==> config.mk <==
export PLATFORM = sky130hd
export DESIGN_NAME = cache_arbiter
export DESIGN_NICKNAME = d
export VERILOG_FILES = /design/src/rtl/cache_arbiter.sv
export SDC_FILE = /design/constraint.sdc
export NUM_CORES = 1
export LEC_CHECK = 0
export ABC_AREA = 1
export ABC_CLOCK_PERIOD_IN_PS = 4300
export CAP_MARGIN = 0
export CORE_AREA = 8 8 537 539
export CTS_BUF_LIST = sky130_fd_sc_hd__clkbuf_16
export DETAILED_ROUTE_END_ITERATION = 16
export DIE_AREA = 0 0 545 547
export PLACE_DENSITY = 0.3
export SLEW_MARGIN = 20
export SYNTH_ARGS = -nofsm -noshare
export SYNTH_HDL_FRONTEND = slang
export SYNTH_SLANG_ARGS = --single-unit
==> constraint.sdc <==
create_clock -name clk -period 4.3 [get_ports clk]
set_input_delay 0.86 -clock clk [delete_from_list [all_inputs] [get_ports clk]]
set_output_delay 0.86 -clock clk [all_outputs]
set_load 0.02 [all_outputs]
==> src/rtl/cache_arbiter.sv <==
// cache_arbiter: shares one line-granular memory port between the I-cache miss
//   path and the D-cache miss/writeback path; round-robin on simultaneous requests.
// Latency: a request seen in IDLE drives the memory command the next cycle; the
//   client resp is combinational with pmem_resp. At least one IDLE cycle sits
//   between transactions.
// Backpressure: clients hold their request until their resp pulse. The granted
//   request is latched, so later client input changes are ignored until completion.
// Ports:
//   clk, rst               clock, synchronous active-high reset
//   i_pmem_*               I-cache side (read only)
//   d_pmem_*               D-cache side (read or writeback)
//   pmem_*                 physical memory port

module cache_arbiter #(
  parameter int ADDR_W = 32,
  parameter int LINE_W = 256
) (
  input  logic              clk,
  input  logic              rst,
  input  logic              i_pmem_read,
  input  logic [ADDR_W-1:0] i_pmem_address,
  output logic [LINE_W-1:0] i_pmem_rdata,
  output logic              i_pmem_resp,
  input  logic              d_pmem_read,
  input  logic              d_pmem_write,
  input  logic [ADDR_W-1:0] d_pmem_address,
  input  logic [LINE_W-1:0] d_pmem_wdata,
  output logic [LINE_W-1:0] d_pmem_rdata,
  output logic              d_pmem_resp,
  output logic              pmem_read,
  output logic              pmem_write,
  output logic [ADDR_W-1:0] pmem_address,
  output logic [LINE_W-1:0] pmem_wdata,
  input  logic [LINE_W-1:0] pmem_rdata,
  input  logic              pmem_resp
);

  typedef enum logic [1:0] {
    IDLE    = 2'd0,
    SERVE_I = 2'd1,
    SERVE_D = 2'd2
  } state_t;

  state_t              r_state;
  logic                r_last_d;   // 1: last grant went to D, 0: to I
  logic                r_read;
  logic                r_write;
  logic [ADDR_W-1:0]   r_addr;
  logic [LINE_W-1:0]   r_wdata;

  logic w_req_i;
  logic w_req_d;
  logic w_grant_d;

  assign w_req_i   = i_pmem_read;
  assign w_req_d   = d_pmem_read | d_pmem_write;
  // On a tie, serve whichever side did not get the previous grant.
  assign w_grant_d = w_req_d & (~w_req_i | ~r_last_d);

  always_ff @(posedge clk) begin
    if (rst) begin
      r_state  <= IDLE;
      r_last_d <= 1'b0;
      r_read   <= 1'b0;
      r_write  <= 1'b0;
      r_addr   <= '0;
      r_wdata  <= '0;
    end else begin
      case (r_state)
        IDLE: begin
          // A pmem_resp seen here is stale and deliberately ignored.
          if (w_req_i | w_req_d) begin
            r_last_d <= w_grant_d;
            if (w_grant_d) begin
              r_state <= SERVE_D;
              r_addr  <= d_pmem_address;
              // Read and write together is treated as a writeback.
              r_write <= d_pmem_write;
              r_read  <= ~d_pmem_write;
              r_wdata <= d_pmem_write ? d_pmem_wdata : '0;
            end else begin
              r_state <= SERVE_I;
              r_addr  <= i_pmem_address;
              r_write <= 1'b0;
              r_read  <= 1'b1;
              r_wdata <= '0;
            end
          end
        end
        SERVE_I, SERVE_D: begin
          if (pmem_resp) begin
            r_state <= IDLE;
            r_read  <= 1'b0;
            r_write <= 1'b0;
          end
        end
        default: begin
          r_state <= IDLE;
          r_read  <= 1'b0;
          r_write <= 1'b0;
        end
      endcase
    end
  end

  // Memory side comes only from latched state: no path from client inputs.
  assign pmem_read    = r_read;
  assign pmem_write   = r_write;
  assign pmem_address = r_addr;
  assign pmem_wdata   = r_wdata;

  // Data fans out to both clients; only the strobes are steered.
  assign i_pmem_rdata = pmem_rdata;
  assign d_pmem_rdata = pmem_rdata;
  assign i_pmem_resp  = (r_state == SERVE_I) & pmem_resp;
  assign d_pmem_resp  = (r_state == SERVE_D) & pmem_resp;

endmodule

### Yosys cells after proc, flatten, opt, wreduce, memory -nomap -nowiden

Index checks and enable logic that the tools add are counted.

* bits in registers: 293
* output and inout port bits: 804
* word-level logic and storage cells: 37

* equality and inequality tests: 4
* muxes and demuxes: 14
* bitwise logic cells: 9
* reduce and logical (&&, ||, !) cells: 4

Operators with widths (count)
* two-way mux 256 bit: 2
* two-way mux 32 bit: 1
* two-way mux 2 bit: 3
* two-way mux 1 bit: 5
* != test 2 bit, second input constant: 2
* one-hot mux 1 bit (2 select lines): 2
* one-hot mux 2 bit (2 select lines): 1
* AND reduction 2 bit: 2
* AND 1 bit: 3
* NOT 1 bit: 3
* bitwise OR 1 bit: 3
* == test 2 x 1 -> 1 bit, second input constant: 1
* == test 2 bit, second input constant: 1
* logical NOT 2 bit: 1
* OR reduction 2 bit: 1

### Logic depth before layout (Yosys ltp)

* depth in word-level cells: 6
* mapped depth: 9

### Least setup slack after synthesis

OpenSTA, ideal clock, no wires.

* kind: input port to output port
* start: in pmem_resp
* end: out i_pmem_resp
* arrival: 1.030 ns
* setup slack: 2.410 ns
* stages: 2
* buffers on the path: 0
* cells stage by stage: nand2_1 -> inv_1

* cells in the longest elaborated chain, start to end: 1

Ends and longest elaborated chain
* start, declared: RTL line 35 `input logic pmem_resp`
* AND 1 bit: RTL line 115 `assign i_pmem_resp = (r_state == SERVE_I) & pmem_resp;`
* end, declared: RTL line 23 `output logic i_pmem_resp,`

Every way passes these cells.

### Final worst setup path

Same ends and word-level chain as after synthesis.

==> key figures <==
Critical path
  – CP Class: in2out
  – Critical Path Slowest Stage Cell: clkdlybuf4s50_1
  – CP Cell Sequence: clkdlybuf4s50_1 > nand2_1 > inv_1 > clkdlybuf4s50_1
  – Crit path DAT: approximately 2.6 ns
  – CP Capture Type: output pin
  – CP dominant cell by count: clkdlybuf4s50_1
  – CP Data Required Time: 3.44 ns
  – CP Launch Type: input pin
  – CP max stage delay: just over 0.8 ns
  – CP Max Fanout: 3

Place
  – # port buffers: a little over 600
  – Placed Instances: around 5700
  – Post-DP HPWL: around 140 mm
  – Placed Area: 21500 sq um
  – Global placer's final weighted congestion: slightly below 0.8

Floorplan
  – Die Wd: between 500 and 600 um
  – Initial Util: approximately 5.2%
  – I/O pin count: roughly 1400
  – Core area: about 280000 sq um
  – # rows: 195
  – Die Area: roughly 300000 sq um
  – Die height: 547 um

Drt
  – Routed wire length: ~160 mm
  – Post-route ant nets: 0
  – Drt first pass iters: 7
  – Initial DRC count: 628
  – Routed wire per std cell: 27.6 um
  – Vias per cell: between 2 and 2.5
  – Via count: 13032
  – DRC Markers: 0

STA
  – Slew headroom: 34.2%
  – Period minus WS final: 3.42 ns
  – Final hold viol count: 0
  – Final slew viol count: 0
  – Final period util: around 80%
  – Worst-Margin Slew: 0.983 ns
  – Clock Skews: around 0.028 ns
  – Setup violators final: 0
  – Fmax: 0.292 GHz
  – RSZ-0062 raised after global routing: false
  – Setup TNS: 0 ns

Global routing
  – Gr ovfl total: 0
  – Number of global-route vias before repair: 13402
  – Largest net degree at the start of global routing: between 90 and 100
  – Antenna violations before repair: between 50 and 60
  – First-pass GRT wire length: 191 mm
  – Total track usage: 10.2%

Power
  – Proportion of power drawn by combinational gates: 28.5%
  – PD cells: approximately 420 nW/um^2
  – Peak supply drop: 0.000268 V
  – Sequential share of power: between 30% and 40%
  – Sw power: 3.59 mW
  – Clock Power Share: roughly two fifths
  – Switch share: roughly 37%
  – P_int: ~6.1 mW
  – Static Leak: around 7.2 nW

Logic synthesis
  – Commonest cells post-synth: 587 x nand2_1, 556 x buf_4, 293 x dfxtp_1, 289 x a21oi_1, 74 x inv_1
  – Area contributors post-synth: dfxtp_1 40%, buf_4 28%, nand2_1 15%
  – Area leader, netlist: dfxtp_1
  – Predominant post-synthesis flop cell: dfxtp_1
  – Register area share after synthesis: ~40%
  – Mean area per synthesized cell: about 7.6 sq um
  – Cells after Synth: just under 2000
  – Post-synth ARST share: 0%
  – Yosys warning count: 0
  – Synth Cell Area: between 10000 and 15000 sq um
  – Number of synthesized flops with an enable pin: 0
  – Post-Syn Nets: 2529
  – Synth cell types: 17
  – Top-count cell post-synth: nand2_1
  – Top-area cell type share of the netlist area: 39.9%
  – Flop and latch count out of synthesis: 293

Clock network
  – Post-CTS sizing: 0
  – CTS tree: done
  – H-tree Lvls: 2
  – Clock latency on the worst-skew pair: between 0.6 and 0.7 ns
  – CTS Sinks: slightly below 300
  – Post-CTS Setup Inserts: 0
  – Worst-path clk slew: about 0.060 ns
  – CTS Root Cell: clkbuf_16
  – CTS Buffer Depth: 3
  – CTS Buf Count: 47
  – Cts hold-fix bufs: 0

Finish
  – Area grow syn2layout: 56.1%
  – Post-layout nets: ~2600
  – Design Area, Final: 22900 sq um
  – Finished Layout Cells: ~5800
  – Fillers: 32832
  – Share of cells above drive strength 1: approximately 4.6%

Status
  – Status: completed

Hold path
  – Hold crit path type: reg2reg

Job
  – Maxcap violations: 0
## critical path: cells and delay by family
| kind | cells | cell delay, ns |
|---|---|---|
| buf+inv | 3 | 1.53 |
| simple gates | 1 | 0.15 |
## worst paths after layout
| kind | from | endpoint | slack [ns] | cells past startpoint |
|---|---|---|---|---|
| setup / recovery | pmem_resp | i_pmem_resp | 0.88 | 4 |
| hold / removal | pmem_wdata[133]$_SDFFE_PP0P_ | pmem_wdata[133]$_SDFFE_PP0P_ | 0.46 | 2 |
| setup reg to reg | r_state[1]$_SDFFE_PP0P_ | pmem_wdata[216]$_SDFFE_PP0P_ | 1.81 | 7 |
| hold reg to reg | pmem_wdata[133]$_SDFFE_PP0P_ | pmem_wdata[133]$_SDFFE_PP0P_ | 0.46 | 2 |
## power groups by stage
stage | combinational (mW) | sequential [mW] | clock [mW]
6_report | 2.76 | 3.14 | 3.78
5_1_grt | 3.03 | 3.18 | 4.10
3_3_place_gp | 2.90 | 3.20 | 0
3_5_place_dp | 2.87 | 3.20 | 0
4_1_cts | 2.89 | 3.15 | 4.03
2_1_floorplan | 1.52 | 3.48 | 0
## state kept, by name, indices dropped and copies added (netlist names)
signal	cells
r_last_d	1
r_state	2
pmem_address	32
pmem_wdata	256
pmem_write	1
pmem_read	1
## cell usage in the layout, fill, tap and decap left out
cell type,netlist,layout
buf_12,0,11
diode_2,0,3
inv_16,0,2
clkinvlp_4,0,2
nand4_1,5,5
nand2_1,587,586
inv_1,74,88
clkdlybuf4s50_1,0,616
clkbuf_16,0,47
nor2_2,1,1
buf_4,556,12
nand2_2,2,2
nand3_1,63,63
dfxtp_1,293,293
nor2_4,1,1
a21oi_1,289,289
clkinv_16,0,1
clkinv_2,0,7
ha_1,3,3
o21ai_4,0,1
buf_8,0,1
clkinv_1,0,6
nor2_1,8,8
a21oi_4,0,1
bufinv_16,0,2
clkinv_4,0,2
nand2_8,0,1
## metal layers
metal  part of all wire (%)  global-route usage (%)  vias up
met5                 0.0081                  0.0811        -
met4                    4.8                    4.22        2
met3                     26                    12.1      371
met2                     42                    15.4     1062
met1                     27                    8.09     5874
li1                       -                       -     5723
## layout make-up
type	instances	area, sq um	area share, %
Clock buffer	47	1180	5.13
Timing Repair Buffer	640	6490	28.3
Multi-Input combinational cell	961	4140	18.1
Tap cell	3743	4680	20.4
Inverter	74	278	1.21
Antenna cell	3	7.51	0.0328
Clock inverter	36	273	1.19
Sequential cell	293	5870	25.6
## cell families after synthesis
group,count (synthesis),synth area share [%]
AND/OR/NAND/NOR,667,17.8
buffers and inverters,690,32.1
AO/OA/AOI/OAI,291,9.94
flip-flops,293,39.9
adder cells (fa/ha/maj),3,0.256
## metrics by stage
step	utilization, %	hold slack (ns)	power (mW)	setup slack (ns)
after global placement	7.66	0.449	6.10	0.741
final	8.17	0.460	9.68	0.875
after CTS	8.17	0.462	10.1	0.795
after global routing	8.17	0.474	10.3	0.776
after detailed placement	7.66	0.453	6.07	0.796
after floorplan	-	0.457	5.00	2.41
Power figures use the tool's default switching activity.
